## src/rtl/gtech_pkg.sv

```systemverilog
// Shared OP encodings and elaboration helpers for the GTECH reduction family.
// Pure package: no logic, no latency, no flow control.
package gtech_pkg;

  typedef enum logic [2:0] {
    GTECH_OP_AND    = 3'd0,
    GTECH_OP_OR     = 3'd1,
    GTECH_OP_XOR    = 3'd2,
    GTECH_OP_XOR_R  = 3'd3,
    GTECH_OP_NAND   = 3'd4,
    GTECH_OP_NOR    = 3'd5,
    GTECH_OP_XNOR   = 3'd6,
    GTECH_OP_XNOR_R = 3'd7
  } gtech_op_e;

  localparam logic [1:0] GTECH_BASE_AND = 2'd0;
  localparam logic [1:0] GTECH_BASE_OR  = 2'd1;

  // Signal count at tree level lvl (level 0 is the raw operand).
  function automatic int gtech_level_width(input int width, input int leaf, input int lvl);
    int w;
    w = width;
    for (int i = 0; i < lvl; i++) w = (w + leaf - 1) / leaf;
    return w;
  endfunction

  function automatic int gtech_num_levels(input int width, input int leaf);
    int s;
    int w;
    s = 0;
    w = width;
    while (w > 1) begin
      w = (w + leaf - 1) / leaf;
      s++;
    end
    return (s < 1) ? 1 : s;
  endfunction

  // Identity of the base function: 1 for AND, 0 for OR/XOR.
  function automatic logic gtech_identity(input logic [1:0] op);
    return (op == GTECH_BASE_AND);
  endfunction

endpackage

```

## src/rtl/gtech_reduce_node.sv

```systemverilog
// One LEAF-input tree node computing the un-inverted base function.
// Purely combinational; no flow control.
module gtech_reduce_node
  import gtech_pkg::*;
#(
  parameter int LEAF = 4
) (
  input  logic [1:0]      op_i,
  input  logic [LEAF-1:0] a_i,
  output logic            z_o
);

  always_comb begin
    case (op_i)
      GTECH_BASE_AND: z_o = &a_i;
      GTECH_BASE_OR:  z_o = |a_i;
      default:        z_o = ^a_i;
    endcase
  end

endmodule

```

## src/rtl/gtech_reduce_pipe.sv

```systemverilog
// Pipelined WIDTH-input AND/OR/XOR reduction (+ final inversion) over a LEAF-ary tree; latency S cycles with
// GTECH_REDUCE_STAGE_REG_EN, else 1. Bubble-free valid/ready: IN_READY is combinational from OUT_READY.
module gtech_reduce_pipe
  import gtech_pkg::*;
#(
  parameter int WIDTH = 16,
  parameter int LEAF  = 4
) (
  input  logic             CLK,
  input  logic             RST_N,
  input  logic [WIDTH-1:0] A,
  input  logic [2:0]       OP,
  input  logic             IN_VALID,
  output logic             IN_READY,
  output logic             Z,
  output logic             OUT_VALID,
  input  logic             OUT_READY
);

  localparam int S = gtech_num_levels(WIDTH, LEAF);
`ifdef GTECH_REDUCE_STAGE_REG_EN
  localparam bit STAGE_REG = 1'b1;
  localparam int NSTG      = S;
`else
  localparam bit STAGE_REG = 1'b0;
  localparam int NSTG      = 1;
`endif

  logic [NSTG-1:0] vld_q;
  logic [NSTG-1:0] adv;
  logic [NSTG-1:0] ld_vld;
  logic [2:0]      op_q  [NSTG];
  logic [2:0]      ld_op [NSTG];

  // A stage may move if any stage at or after it is empty, or the sink takes the head.
  always_comb begin
    logic go;
    go  = OUT_READY;
    adv = '0;
    for (int k = NSTG - 1; k >= 0; k--) begin
      go     = go | ~vld_q[k];
      adv[k] = go;
    end
  end

  always_comb begin
    ld_vld = '0;
    for (int k = 0; k < NSTG; k++) ld_op[k] = 3'd0;
    ld_vld[0] = IN_VALID;
    ld_op[0]  = OP;
    for (int k = 1; k < NSTG; k++) begin
      ld_vld[k] = vld_q[k-1];
      ld_op[k]  = op_q[k-1];
    end
  end

  always_ff @(posedge CLK or negedge RST_N) begin
    if (!RST_N) begin
      vld_q <= '0;
      for (int k = 0; k < NSTG; k++) op_q[k] <= 3'd0;
    end else begin
      for (int k = 0; k < NSTG; k++) begin
        if (adv[k]) begin
          vld_q[k] <= ld_vld[k];
          if (ld_vld[k]) op_q[k] <= ld_op[k];
        end
      end
    end
  end

  for (genvar l = 0; l < S; l++) begin : g_lvl
    localparam int NIN  = gtech_level_width(WIDTH, LEAF, l);
    localparam int NOUT = gtech_level_width(WIDTH, LEAF, l + 1);
    localparam int NPAD = NOUT * LEAF - NIN;
    localparam int SIDX = STAGE_REG ? l : 0;

    logic [NIN-1:0]       din;
    logic [1:0]           op;
    logic [NOUT*LEAF-1:0] pad;
    logic [NOUT-1:0]      dout;
    logic [NOUT-1:0]      lvl_o;

    if (l == 0) begin : g_src
      assign din = A;
      assign op  = OP[1:0];
    end else if (STAGE_REG) begin : g_src
      assign din = g_lvl[l-1].lvl_o;
      assign op  = op_q[l-1][1:0];
    end else begin : g_src
      assign din = g_lvl[l-1].lvl_o;
      assign op  = OP[1:0];
    end

    if (NPAD > 0) begin : g_pad
      assign pad = {{NPAD{gtech_identity(op)}}, din};
    end else begin : g_pad
      assign pad = din;
    end

    for (genvar n = 0; n < NOUT; n++) begin : g_node
      gtech_reduce_node #(.LEAF(LEAF)) u_node (
        .op_i (op),
        .a_i  (pad[n*LEAF +: LEAF]),
        .z_o  (dout[n])
      );
    end

    if (STAGE_REG || l == S - 1) begin : g_reg
      always_ff @(posedge CLK or negedge RST_N) begin
        if (!RST_N) lvl_o <= '0;
        else if (adv[SIDX] && ld_vld[SIDX]) lvl_o <= dout;
      end
    end else begin : g_reg
      assign lvl_o = dout;
    end
  end

  // Inversion uses the OP that travelled with the item into the last stage.
  assign IN_READY  = adv[0];
  assign OUT_VALID = vld_q[NSTG-1];
  assign Z         = g_lvl[S-1].lvl_o[0] ^ op_q[NSTG-1][2];

endmodule

```

## config.mk

```make
export PLATFORM = sky130hd
export DESIGN_NAME = gtech_reduce_pipe
export DESIGN_NICKNAME = d
export VERILOG_FILES = /design/src/rtl/gtech_pkg.sv /design/src/rtl/gtech_reduce_node.sv /design/src/rtl/gtech_reduce_pipe.sv
export SDC_FILE = /design/constraint.sdc
export NUM_CORES = 1
export LEC_CHECK = 0
export ABC_CLOCK_PERIOD_IN_PS = 2100
export CAP_MARGIN = 40
export CORE_UTILIZATION = 50
export DETAILED_ROUTE_END_ITERATION = 10
export DONT_BUFFER_PORTS = 1
export GPL_ROUTABILITY_DRIVEN = 0
export PLACE_DENSITY = 0.67
export SLEW_MARGIN = 25
export SYNTH_ARGS = -nofsm -noshare
export SYNTH_HDL_FRONTEND = slang
export SYNTH_SLANG_ARGS = --single-unit
```

## constraint.sdc

```tcl
create_clock -name CLK -period 2.1 [get_ports CLK]
set_input_delay 0.21 -clock CLK [delete_from_list [all_inputs] [get_ports CLK]]
set_output_delay 0.21 -clock CLK [all_outputs]
set_load 0.01 [all_outputs]
```

# Word-level counts from Yosys, hierarchy flattened
# Cells that the tools add are included.
word_totals:
  ff_bits: 5
  latch_bits: 0
  ramBits: 0
  mem_bits_ro: 0
  input_bits: 23
  output_inout_bits: 3
  wordCells: 30
  mem_count: 0
op_classes:
  addsub: 0
  mul: 0
  div: 0
  n_lt_le_gt_ge: 0
  eq_ne: 1
  shifts: 0
  mux: 5
  bitwise: 3
  n_reduce_logical: 18
op_table:
  columns: ["cell", "count"]
  rows:
  - ["$reduce_and 4->1", 5]
  - ["$reduce_or 4->1", 5]
  - ["$reduce_xor 4->1", 5]
  - ["$pmux 1 s2", 5]
  - ["$eq 2x1->1 const B", 1]
  - ["$logic_not 2->1", 1]
  - ["$reduce_and 2->1", 1]
  - ["$logic_and 1x1->1", 1]
  - ["$not 1->1", 1]
  - ["$or 1x1->1", 1]
  - ["$xor 1x1->1", 1]

# Longest topological paths before layout
logic_depth:
  word_depth: 4
  mapped_depth: 9
  depth_no_buf: 9

# Cells and area by module
# Synthesis repeated with hierarchy kept, for this count alone.
hier_totals:
  cells_unflattened: 69
  hier_area_um2: 635.6
modules_own_cells:
  columns: ["module", "instances", "cells_per_inst", "area_each_um2", "seq_area_each_um2"]
  rows:
  - ["gtech_reduce_node", 5, 12, 98.8, 0.0]
  - ["gtech_reduce_pipe", 1, 9, 141.4, 75.1]

# Worst setup path before layout
# No wires, ideal clock.
synth_path:
  path_type: "input-to-reg"
  start: "input A[2]"
  end: "register g_lvl[1].lvl_o"
  setup_time_ns: 0.122
  t_arrival_ns: 1.491
  t_required_ns: 1.978
  slack_ns: 0.486
  stages: 9
  n_path_buf: 0
  path_cell_list: "inv_1 > ha_1 > xnor2_1 > nand2_1 > o21a_1 > ha_1 > xor2_1 > o211ai_1 > o2bb2ai_1"
synth_between:
  elab_chain_len: 4
  word_cells_on_any_way: 8
  classes_between: "mux (2); reduce/logical (6)"
synth_lines:
  columns: ["element", "line", "text"]
  rows:
  - ["start: declaration", "gtech_reduce_pipe.sv:11", "input logic [WIDTH-1:0] A,"]
  - ["$reduce_xor 4->1 (tied with other cells)", "gtech_reduce_node.sv:17", "default: z_o = ^a_i;"]
  - ["$pmux 1 s2 (*)", "gtech_reduce_node.sv:14", "case (op_i)"]
  - ["$reduce_xor 4->1 (tied with other cells)", "gtech_reduce_node.sv:17", null]
  - ["$pmux 1 s2 (*)", "gtech_reduce_node.sv:14", null]
  - ["end signal: assignment", "gtech_reduce_pipe.sv:111", "else if (adv[SIDX] && ld_vld[SIDX]) lvl_o <= dout;"]
  - ["end: declaration", "gtech_reduce_pipe.sv:81", "logic [NOUT-1:0] lvl_o;"]
# Every way passes the cells marked *; elsewhere a longest branch is shown, timed or not.
# A chain may end at the register's enable or synchronous reset.

# Worst setup path after layout
layout_path:
  start: "input A[6]"
  end: "register g_lvl[1].lvl_o"
# The elaborated chain is that of the path after synthesis.

==> results.yml <==
status:
  outcome: "finished, final reports clean"
critical_path:
  slowest_stage: "ha_1"
  worst-r2r-cell-count: 3
  slowest_delay_ns: 0.29
  crit_required_ns: 2.21
  critical_path_class: "in -> reg"
  r2r-start: "OUT_VALID"
  critPathCaptureType: "flip-flop"
  cp.depth: 9
  crit_chain: "inv_1 -> ha_1 -> xnor2_1 -> nand2_1 -> o21a_1 -> ha_1 -> xor2_1 -> o211ai_1 -> o2bb2ai_1"
  r2r-end: "op_q[2]"
  regToRegSetupSlack_ns: 1.06
  cp_max_fo: 2
  crit_buf_inv: 1
  cpMostUsedCell: "ha_1"
  cpLargestDelayFamily: "adder cells"
  worstPathArrival_ns: 1.56
  crit_path_start_kind: "primary input"
logic_synthesis:
  syn-mean-instance-area_um2: 8.43
  synth-compound-area-share: 0.191
  synth_xor_area_frac: 0.0809
  synth-main-ff-cell: "dfrtp_1"
  synthesis.area_um2: 649
  synthMuxAreaShare: 0.0231
  synth_cell_type_count: 20
  yosys_register_bits: 3
  synth_warnings: 0
  synth_top_cell_area_share: 0.385
  yosys-top-cells-count: "ha_1 (20), inv_1 (17), a21oi_1 (5)"
  yosys.area_share.simple: 0.0809
  synth_edf_count: 0
  yosys.area.top_type: "ha_1"
  syn_inst: 77
  synthArstFlopShare: 1.00
  yosysMostFrequentCell: "ha_1"
  synth_top_family_by_area: "adder cells"
  ys_top_cells_by_area: "ha_1 (39%), dfrtp_1 (12%), inv_1 (9.8%)"
  seq_area_frac_synth: 0.116
  syn-num-nets: 120
  synthAdderAreaFrac: 0.385
routing:
  highest_layer: "met3"
  met2_length_um: 494
  wl_met1_um: 446
  vias: 473
  drtAntennaViolNets: 0
  drtIter0Drc: 3
  drt-total-wl_mm: 1.01
  route.met3.wl_um: 67
  wl_per_cell_um: 10.7
  drc: 0
  firstDrtPassIters: 4
  routed_via_density: 5.03
power_and_ir_drop:
  p_switching_uw: 99.1
  fin_total_pwr_uw: 303
  ir_drop_v: 0.000202
  pwr-share-clk: 0.336
  powerDensity_nw_per_um2: 442
  seqPwrFrac: 0.249
  internal_power_uw: 204
  switching_share: 0.327
  p_comb_frac: 0.414
  power_leakage_nw: 0.392
sta:
  holdWs_ns: 0.0802
  rsz0062_at_grt: "no"
  slew_headroom: 0.820
  final_max_slew_viol_count: 0
  setup_viol: 0
  finalHoldViolCount: 0
  fin_ws_ns: 0.658
  fmaxAchievable_ghz: 0.693
  fin_crit_sh: 0.687
  skew_ns: 0.00352
  period_minus_slack_ns: 1.44
  fin_setup_tns_ns: 0
  tightest_slew_ns: 0.268
final_layout:
  post-route-cell-area_um2: 687
  drive_above_1_share: 0.0750
  fin_cells: 94
  layout-area-overhead-vs-synth_pct: 5.78
  diodes: 0
  final_nets: 124
  final_util: 0.594
placement:
  place_inst: 89
  dpl_worst_slack_ns: 0.413
  numPortBuffers: 0
  dpl.hpwl_um: 823
  place_area_um2: 651
clocking:
  clk_latency_ns: 0.23
  cts_tree: "built"
  root_buffer: "clkbuf_4"
  cts.htree.levels: 1
  cts_buffer_depth: 2
  cts_buffers: 3
  ctsResizeCount: 0
  cts_sinks: 3
  clkTransAtPathRegs_ns: 0.04
global_route:
  grt_start_max_net_pins: 15
  grt_pass1_vias: 484
  grt_pass1_wl_mm: 1.66
  grt_overflow: 0
  antenna_found_initial: 0
  grt_usage: 0.162
worst_hold_path:
  hold_path_end: "OUT_VALID"
  hold_class: "in -> reg"
  hp-start: "IN_VALID"
  hold_depth: 1
floorplanning:
  die_area_um2: 1450
  rows: 12
  core_area_um2: 1160
  initial_core_util: 0.562
  ios: 26
  die_w_um: 38.0
  die_y_um: 38.0
flow_run:
  cap_violations: 0
[kinds of logic (layout without fill, tap and decap cells)]
family,count (synthesis),in the layout
AND/OR/NAND/NOR,8,8
buffers and inverters,19,22
flip-flops,3,3
multiplexers,1,1
AO/OA/AOI/OAI,20,20
XOR/XNOR,6,6
adder cells (fa/ha/maj),20,20
[worst max path at each step]
stage / startpoint / end / slack (ns)
finish: A[6] / g_lvl[1].lvl_o / 0.66
detailed placement: A[6] / g_lvl[1].lvl_o / 0.41
global placement: A[2] / g_lvl[1].lvl_o / 0.44
floorplan: A[2] / g_lvl[1].lvl_o / 0.49
global route: A[6] / g_lvl[1].lvl_o / 0.53
CTS: A[6] / g_lvl[1].lvl_o / 0.66
[cells in the final DEF, fill, tap and decap left out, types with 3 or more instances in the layout]
master and count:
inv_1 17, nand2_1 4, o21a_1 4, ha_1 20
o21ai_0 4, xnor2_1 4, clkbuf_4 3, a21oi_1 5
a31oi_1 4, dfrtp_1 3
[power by group through the flow]
stage	logic (mW)	registers, mW	clock network (mW)
3_3_place_gp	0.121	0.0760	0
2_1_floorplan	0.114	0.0744	0
4_1_cts	0.127	0.0755	0.103
6_report	0.126	0.0757	0.102
5_1_grt	0.146	0.0765	0.112
3_5_place_dp	0.124	0.0760	0
[final cells by class]
class	count	area (um^2)
Multi-Input combinational cell	55	494
Sequential cell	3	75.1
Fill cell	112	469
Tap cell	14	17.5
Inverter	17	63.8
Clock buffer	4	26.3
Timing Repair Buffer	1	10.0
[metal layers]
layer | track usage | up-vias
li1 | - | 258
met1 | 0.170 | 199
met2 | 0.309 | 16
met3 | 0.0349 | 0
met4 | 0.0536 | 0
met5 | 0 | -
[repair_timing]
item                      4_1_cts  5_1_grt
buffers inserted                0        0
hold endpoints to repair        3        0
hold buffers                    1        0
[state kept, by name (all words and copies together) (netlist names)]
signal / flops
g_lvl.lvl_o: 1
op_q: 1
OUT_VALID: 1
Power figures use the tool's default switching activity.
